==> config.mk <==
export PLATFORM = sky130hd
export DESIGN_NAME = btn_debounce_flat
export DESIGN_NICKNAME = d
export VERILOG_FILES = /design/src/rtl/btn_debounce_if.sv /design/src/rtl/btn_debounce.sv /design/src/flat_wrapper.sv
export SDC_FILE = /design/constraint.sdc
export NUM_CORES = 1
export LEC_CHECK = 0
export CORE_ASPECT_RATIO = 0.75
export CORE_MARGIN = 5
export CORE_UTILIZATION = 55
export CTS_BUF_LIST = sky130_fd_sc_hd__clkbuf_2 sky130_fd_sc_hd__clkbuf_4 sky130_fd_sc_hd__clkbuf_8
export CTS_CLUSTER_DIAMETER = 40
export DETAILED_ROUTE_END_ITERATION = 16
export GPL_ROUTABILITY_DRIVEN = 0
export GPL_TIMING_DRIVEN = 0
export PLACE_DENSITY = 0.76
export SLEW_MARGIN = 40
export SYNTH_ARGS = -nofsm -noshare
export SYNTH_HDL_FRONTEND = slang
export SYNTH_SLANG_ARGS = --single-unit
export TNS_END_PERCENT = 30
==> constraint.sdc <==
create_clock -name clk -period 1.8 [get_ports clk]
set_input_delay 0.36 -clock clk [delete_from_list [all_inputs] [get_ports clk]]
set_output_delay 0.36 -clock clk [all_outputs]
set_load 0.005 [all_outputs]
==> src/rtl/btn_debounce_if.sv <==
// Button bus between raw pins and the debounced level consumers.
// The debouncer is the slave; whatever drives the pins is the master.
interface btn_debounce_if #(
    parameter int unsigned WIDTH = 1
);
    logic [WIDTH-1:0] btn_raw;
    logic [WIDTH-1:0] btn_clean;
    logic [WIDTH-1:0] btn_busy;

    modport master (
        output btn_raw,
        input  btn_clean,
        input  btn_busy
    );

    modport slave (
        input  btn_raw,
        output btn_clean,
        output btn_busy
    );
endinterface

==> src/rtl/btn_debounce.sv <==
// Per-bit synchronizer plus counting debouncer for mechanical push buttons.
// Each bit owns its own synchronizer, counter and LOW/RISE/HIGH/FALL state.
module btn_debounce #(
    parameter int unsigned WIDTH           = 1,
    parameter int unsigned DEBOUNCE_CYCLES = 500000,
    parameter int unsigned SYNC_STAGES     = 2,
    parameter bit          ACTIVE_LOW      = 1'b1
) (
    input  logic          clk,
    input  logic          rst,
    btn_debounce_if.slave bus
);

    localparam int unsigned CNT_W = $clog2(DEBOUNCE_CYCLES + 1);
    localparam logic [CNT_W-1:0] CNT_ONE  = CNT_W'(1);
    localparam logic [CNT_W-1:0] CNT_LAST = CNT_W'(DEBOUNCE_CYCLES - 1);

    typedef enum logic [1:0] {
        ST_LOW  = 2'd0,
        ST_RISE = 2'd1,
        ST_HIGH = 2'd2,
        ST_FALL = 2'd3
    } state_t;

    generate
        if (WIDTH < 1 || DEBOUNCE_CYCLES < 1 || SYNC_STAGES < 2) begin : g_bad_params
            $error("btn_debounce: WIDTH>=1, DEBOUNCE_CYCLES>=1 and SYNC_STAGES>=2 are required");
        end
    endgenerate

    logic [WIDTH-1:0] pressed;
    logic [WIDTH-1:0] clean_v;
    logic [WIDTH-1:0] busy_v;

    // Normalise polarity so 1 always means pressed from here on.
    assign pressed = ACTIVE_LOW ? ~bus.btn_raw : bus.btn_raw;

    generate
        for (genvar i = 0; i < int'(WIDTH); i++) begin : g_bit
            logic [SYNC_STAGES-1:0] sync_q;
            logic                   s;
            state_t                 state;
            logic [CNT_W-1:0]       cnt;
            logic                   clean_q;
            logic                   busy_q;

            always_ff @(posedge clk or negedge rst) begin
                if (!rst) begin
                    sync_q <= '0;
                end else begin
                    sync_q <= {sync_q[SYNC_STAGES-2:0], pressed[i]};
                end
            end

            assign s = sync_q[SYNC_STAGES-1];

            // Outputs are written alongside the state so they track the next state.
            always_ff @(posedge clk or negedge rst) begin
                if (!rst) begin
                    state   <= ST_LOW;
                    cnt     <= '0;
                    clean_q <= 1'b0;
                    busy_q  <= 1'b0;
                end else begin
                    case (state)
                        ST_LOW: begin
                            if (s) begin
                                if (DEBOUNCE_CYCLES == 1) begin
                                    state   <= ST_HIGH;
                                    cnt     <= '0;
                                    clean_q <= 1'b1;
                                    busy_q  <= 1'b0;
                                end else begin
                                    state   <= ST_RISE;
                                    cnt     <= CNT_ONE;
                                    clean_q <= 1'b0;
                                    busy_q  <= 1'b1;
                                end
                            end
                        end
                        ST_RISE: begin
                            if (!s) begin
                                state   <= ST_LOW;
                                cnt     <= '0;
                                clean_q <= 1'b0;
                                busy_q  <= 1'b0;
                            end else if (cnt == CNT_LAST) begin
                                state   <= ST_HIGH;
                                cnt     <= '0;
                                clean_q <= 1'b1;
                                busy_q  <= 1'b0;
                            end else begin
                                cnt <= cnt + CNT_ONE;
                            end
                        end
                        ST_HIGH: begin
                            if (!s) begin
                                if (DEBOUNCE_CYCLES == 1) begin
                                    state   <= ST_LOW;
                                    cnt     <= '0;
                                    clean_q <= 1'b0;
                                    busy_q  <= 1'b0;
                                end else begin
                                    state   <= ST_FALL;
                                    cnt     <= CNT_ONE;
                                    clean_q <= 1'b1;
                                    busy_q  <= 1'b1;
                                end
                            end
                        end
                        ST_FALL: begin
                            if (s) begin
                                state   <= ST_HIGH;
                                cnt     <= '0;
                                clean_q <= 1'b1;
                                busy_q  <= 1'b0;
                            end else if (cnt == CNT_LAST) begin
                                state   <= ST_LOW;
                                cnt     <= '0;
                                clean_q <= 1'b0;
                                busy_q  <= 1'b0;
                            end else begin
                                cnt <= cnt + CNT_ONE;
                            end
                        end
                        default: begin
                            state   <= ST_LOW;
                            cnt     <= '0;
                            clean_q <= 1'b0;
                            busy_q  <= 1'b0;
                        end
                    endcase
                end
            end

            assign clean_v[i] = clean_q;
            assign busy_v[i]  = busy_q;
        end
    endgenerate

    assign bus.btn_clean = clean_v;
    assign bus.btn_busy  = busy_v;

endmodule
==> src/flat_wrapper.sv <==
// flat-port wrapper written by rule: the top's interface ports become plain ports
module btn_debounce_flat 
#(
    parameter int unsigned WIDTH           = 1,
    parameter int unsigned DEBOUNCE_CYCLES = 500000,
    parameter int unsigned SYNC_STAGES     = 2,
    parameter bit          ACTIVE_LOW      = 1'b1
)
  (clk, rst, bus_btn_raw, bus_btn_clean, bus_btn_busy);
  btn_debounce_if #(.WIDTH(WIDTH)) bus_i ();
  input  logic clk;
  input  logic rst;
  input wire logic [$bits(bus_i.btn_raw)-1:0] bus_btn_raw;
  output wire logic [$bits(bus_i.btn_clean)-1:0] bus_btn_clean;
  output wire logic [$bits(bus_i.btn_busy)-1:0] bus_btn_busy;
  assign bus_i.btn_raw = bus_btn_raw;
  assign bus_btn_clean = bus_i.btn_clean;
  assign bus_btn_busy = bus_i.btn_busy;
  btn_debounce #(.WIDTH(WIDTH), .DEBOUNCE_CYCLES(DEBOUNCE_CYCLES), .SYNC_STAGES(SYNC_STAGES), .ACTIVE_LOW(ACTIVE_LOW)) u_core (.clk(clk), .rst(rst), .bus(bus_i));
endmodule
==> summary.md <==
| Metric | Value |
|---|---|
| Tot Pwr | ~1.8 mW |
| PortBufs | 4 |
| Ys async rst share | 1.000 |
| Clock Sink Count | 24 |
| Sw frac | 0.3782 |
| Most frequent cells in the layout | dfrtp_1 (22), a21oi_1 (13), nand2_1 (12) |
| CP required | 2.01 ns |
| Count of final max-slew check failures | 0 |
| First-pass GRT wire length | between 5 and 6 mm |
| I/O Pins | 5 |
| Clock power frac | 0.217 |
| Gr usage total | 0.2041 |
| Final period util | 1.008 |
| Worst Tran Pin Value | 0.5211 ns |
| Clock buffer count from CTS | 3 |
| Share of layout cells above drive strength 1 | 0.2208 |
| R2r worst-path depth | 6 |
| Slew Limit Headroom | 0.6526 |
| Final Critical Period | 1.814 ns |
| Cell internal pwr | 1.115 mW |
| Post-DP HPWL | 2.170 mm |
| Worst r2r src | u_core.g_bit[0].cnt[9] |
| Maximum vdd ir drop | 0.0008205 V |
| Cells taking the most area after synthesis | dfrtp_1 (43%), a21oi_1 (4.7%), nand3_1 (4.0%) |
| CP max FO | 10 |
| Reg-to-reg slack, setup | -0.01 ns |
| Clock latency on the worst-skew pair | 0.32 ns |
| Longest Clk Path Bufs | 2 |
| Critical path capture point type | flop |
| # diodes | 0 |
| Die area | approximately 3600 µm² |
| Crit path to | u_core.g_bit[0].cnt[3] |
| Most common cell after layout, fill and taps aside | dfrtp_1 |
| Top cell type's share of synthesized area | 0.4344 |
| Seq/Total Area, Yosys | 0.4344 |
| Flop pwr share | 0.383 |
| Vias/cell | 6.441 |
| Routed len/inst | roughly 17 µm |
| CTS tree | done |
| Final WS setup | -0.01415 ns |
| Final antenna-violating net count | 0 |
| Die height | around 53 µm |
| Static leakage | 0.6491 nW |
| RSZ-0062 raised after global routing | true |
| Area Overhead vs Synth | 14.12% |
| MaxCap Viol Count | 0 |
| Final hold vios | 14 |
| Largest net degree at the start of global routing | 25 |
| Pwr dens | 1137 nW/µm² |
| Clk_skew | 0.02021 ns |
| Placed instance area | 1460 µm² |
| FF+latch count, synth | 24 |
| Synth Flop Type | dfrtp_1 |
| Worst min path class | input port to async pin |
| Clock-pin slew on the worst setup and hold paths | 0.14 ns |
| Syn Inst Count | around 150 |
| Reg2reg end | u_core.g_bit[0].cnt[3] |
| Mapped Area | 1383 µm² |
| Combinational share of power | 0.400 |
| Cell Rows | 15 |
| Syn avg cell area | between 9 and 10 µm² |
| Initial Util | 0.5893 |
| Critical Path Source | u_core.g_bit[0].cnt[9] |
| Sequential Area | a little over 600 µm² |
| Post-synth EDFFs | 0 |
| H-tree depth reported by CTS | 1 |
| CP Launch Type | flop |
| Post-synth cell types | between 40 and 50 |
| Most area-hungry cell type in the Yosys netlist | dfrtp_1 |
| Switching pwr | ~0.68 mW |
| Initial DRC count | 164 |
| Final setup vio count | 1 |
| Core area | 2346 µm² |
| DR DRC count | 0 |
| Min Hold Slack | -0.01615 ns |
| Fin area | 1578 µm² |
| Total grt overflow | 0 |
| Worst EP arrival | slightly above 2 ns |
| Vias | 1,211 |
| # hold bufs at CTS | 0 |
| Die width | 67.90 µm |
| Synth Warn # | 0 |
| Max Clock Freq | 551.2 MHz |
| Drt first pass iters | 4 |
| Placed cells | 185 |
| Dpl ws | -0.07246 ns |
| Final wirelength | 3.243 mm |
| Buffers inserted by post-CTS timing repair | 0 |
| Worst Setup Path Type | flop to flop |
| Failing checks | hold timing, setup timing |
| Status | complete, but fails checks |
| Antenna violations before repair | 0 |
| Fillcell total | between 150 and 200 |
| Vias in the first global route | 1,167 |
| Final cell count without fillers | 188 |
| Clock root cell | clkbuf_4 |
| Layout net count | between 150 and 200 |
| Synthesized Nets | 151 |
| Multi-input logic area | 759.5 µm² |
==> logic make-up (layout without fill, tap and decap cells) <==
kind of cell,Yosys count,in the layout,synth area share
adder cells (fa/ha/maj),1,1,0.009048
AND/OR/NAND/NOR,59,59,0.2480
XOR/XNOR,4,4,0.03078
flip-flops,24,24,0.4344
buffers and inverters,14,21,0.06063
multiplexers,3,3,0.02172
AO/OA/AOI/OAI,42,42,0.1955
==> per-stage QoR <==
stage / TNS [ns] / utilization
finish: -0.01415 / 0.6725
global route: -0.2523 / 0.6725
CTS: -0.002053 / 0.6581
detailed placement: -0.1738 / 0.6224
global placement: -0.06986 / 0.6245
floorplan: 0 / -
==> repair_timing <==
| action | 4_1_cts | 5_1_grt |
|---|---|---|
| endpoints found under the setup margin | 10 | 13 |
| gates resized for setup | 8 | 10 |
| pin swaps | 1 | 0 |
==> synthesized netlist by cell type, drive strengths merged (2+ instances only) <==
master,n
and4,2
a21oi,14
nand4,6
nor3,3
or3,2
o21ai,12
a211oi,2
inv,4
mux2i,3
nand3,13
nor2,8
nor4,4
a21o,2
buf,8
clkbuf,2
xor2,3
and3,2
dfrtp,24
nand2,14
==> routing by layer <==
metal  up-vias  wire [µm]  track usage
li1        561          -            -
met1       596       1488       0.2799
met2        46       1485       0.3215
met3         8        226      0.04671
met4         0         42      0.05611
met5         -          0            0
==> cell type report <==
class	count	share of cell area
plain buffers	9	0.04441
clock buffers	3	0.01427
clock inverters	1	0.01903
inverters	4	0.009516
multi-input cells	109	0.4814
flip-flops and latches	24	0.3822
well taps	34	0.02696
repair buffers	4	0.02220
==> state kept, by name (all words and copies together) (netlist names), named ones only <==
| name | count |
|---|---|
| u_core.g_bit.state | 1 |
| u_core.bus.btn_busy | 1 |
| u_core.g_bit.cnt | 19 |
| u_core.g_bit.sync_q | 2 |
==> critical path, cell delays in order, from the launching register on <==
cell,delay [ns]
dfrtp_2,0.49
nor4_2,0.36
and4_4,0.31
a21oi_2,0.07
buf_6,0.14
a21o_1,0.15
a21o_1,0.17
==> power by group through the flow <==
stage / Sequential (mW) / Clock, mW / Combinational (mW)
final: 0.686 / 0.389 / 0.718
after global routing: 0.697 / 0.417 / 0.791
after CTS: 0.680 / 0.394 / 0.703
after detailed placement: 0.683 / 0 / 0.680
after global placement: 0.678 / 0 / 0.655
after floorplan: 0.671 / 0 / 0.474
==> how the worst min path moves through the flow <==
stage | start | end | slack, ns | depth (start not counted)
finish | rst | u_core.g_bit[0].cnt[4] | -0.02 | 1
global route | rst | u_core.g_bit[0].cnt[4] | 0.02 | 1
detailed placement | u_core.g_bit[0].sync_q[0] | u_core.g_bit[0].sync_q[1] | 0.34 | 0
floorplan | rst | async pin | 0.06 | 0
CTS | rst | u_core.g_bit[0].cnt[4] | 0.004 | 1
global placement | u_core.g_bit[0].sync_q[0] | u_core.g_bit[0].sync_q[1] | 0.33 | 0
No activity file was read; power rests on OpenSTA's default activity.
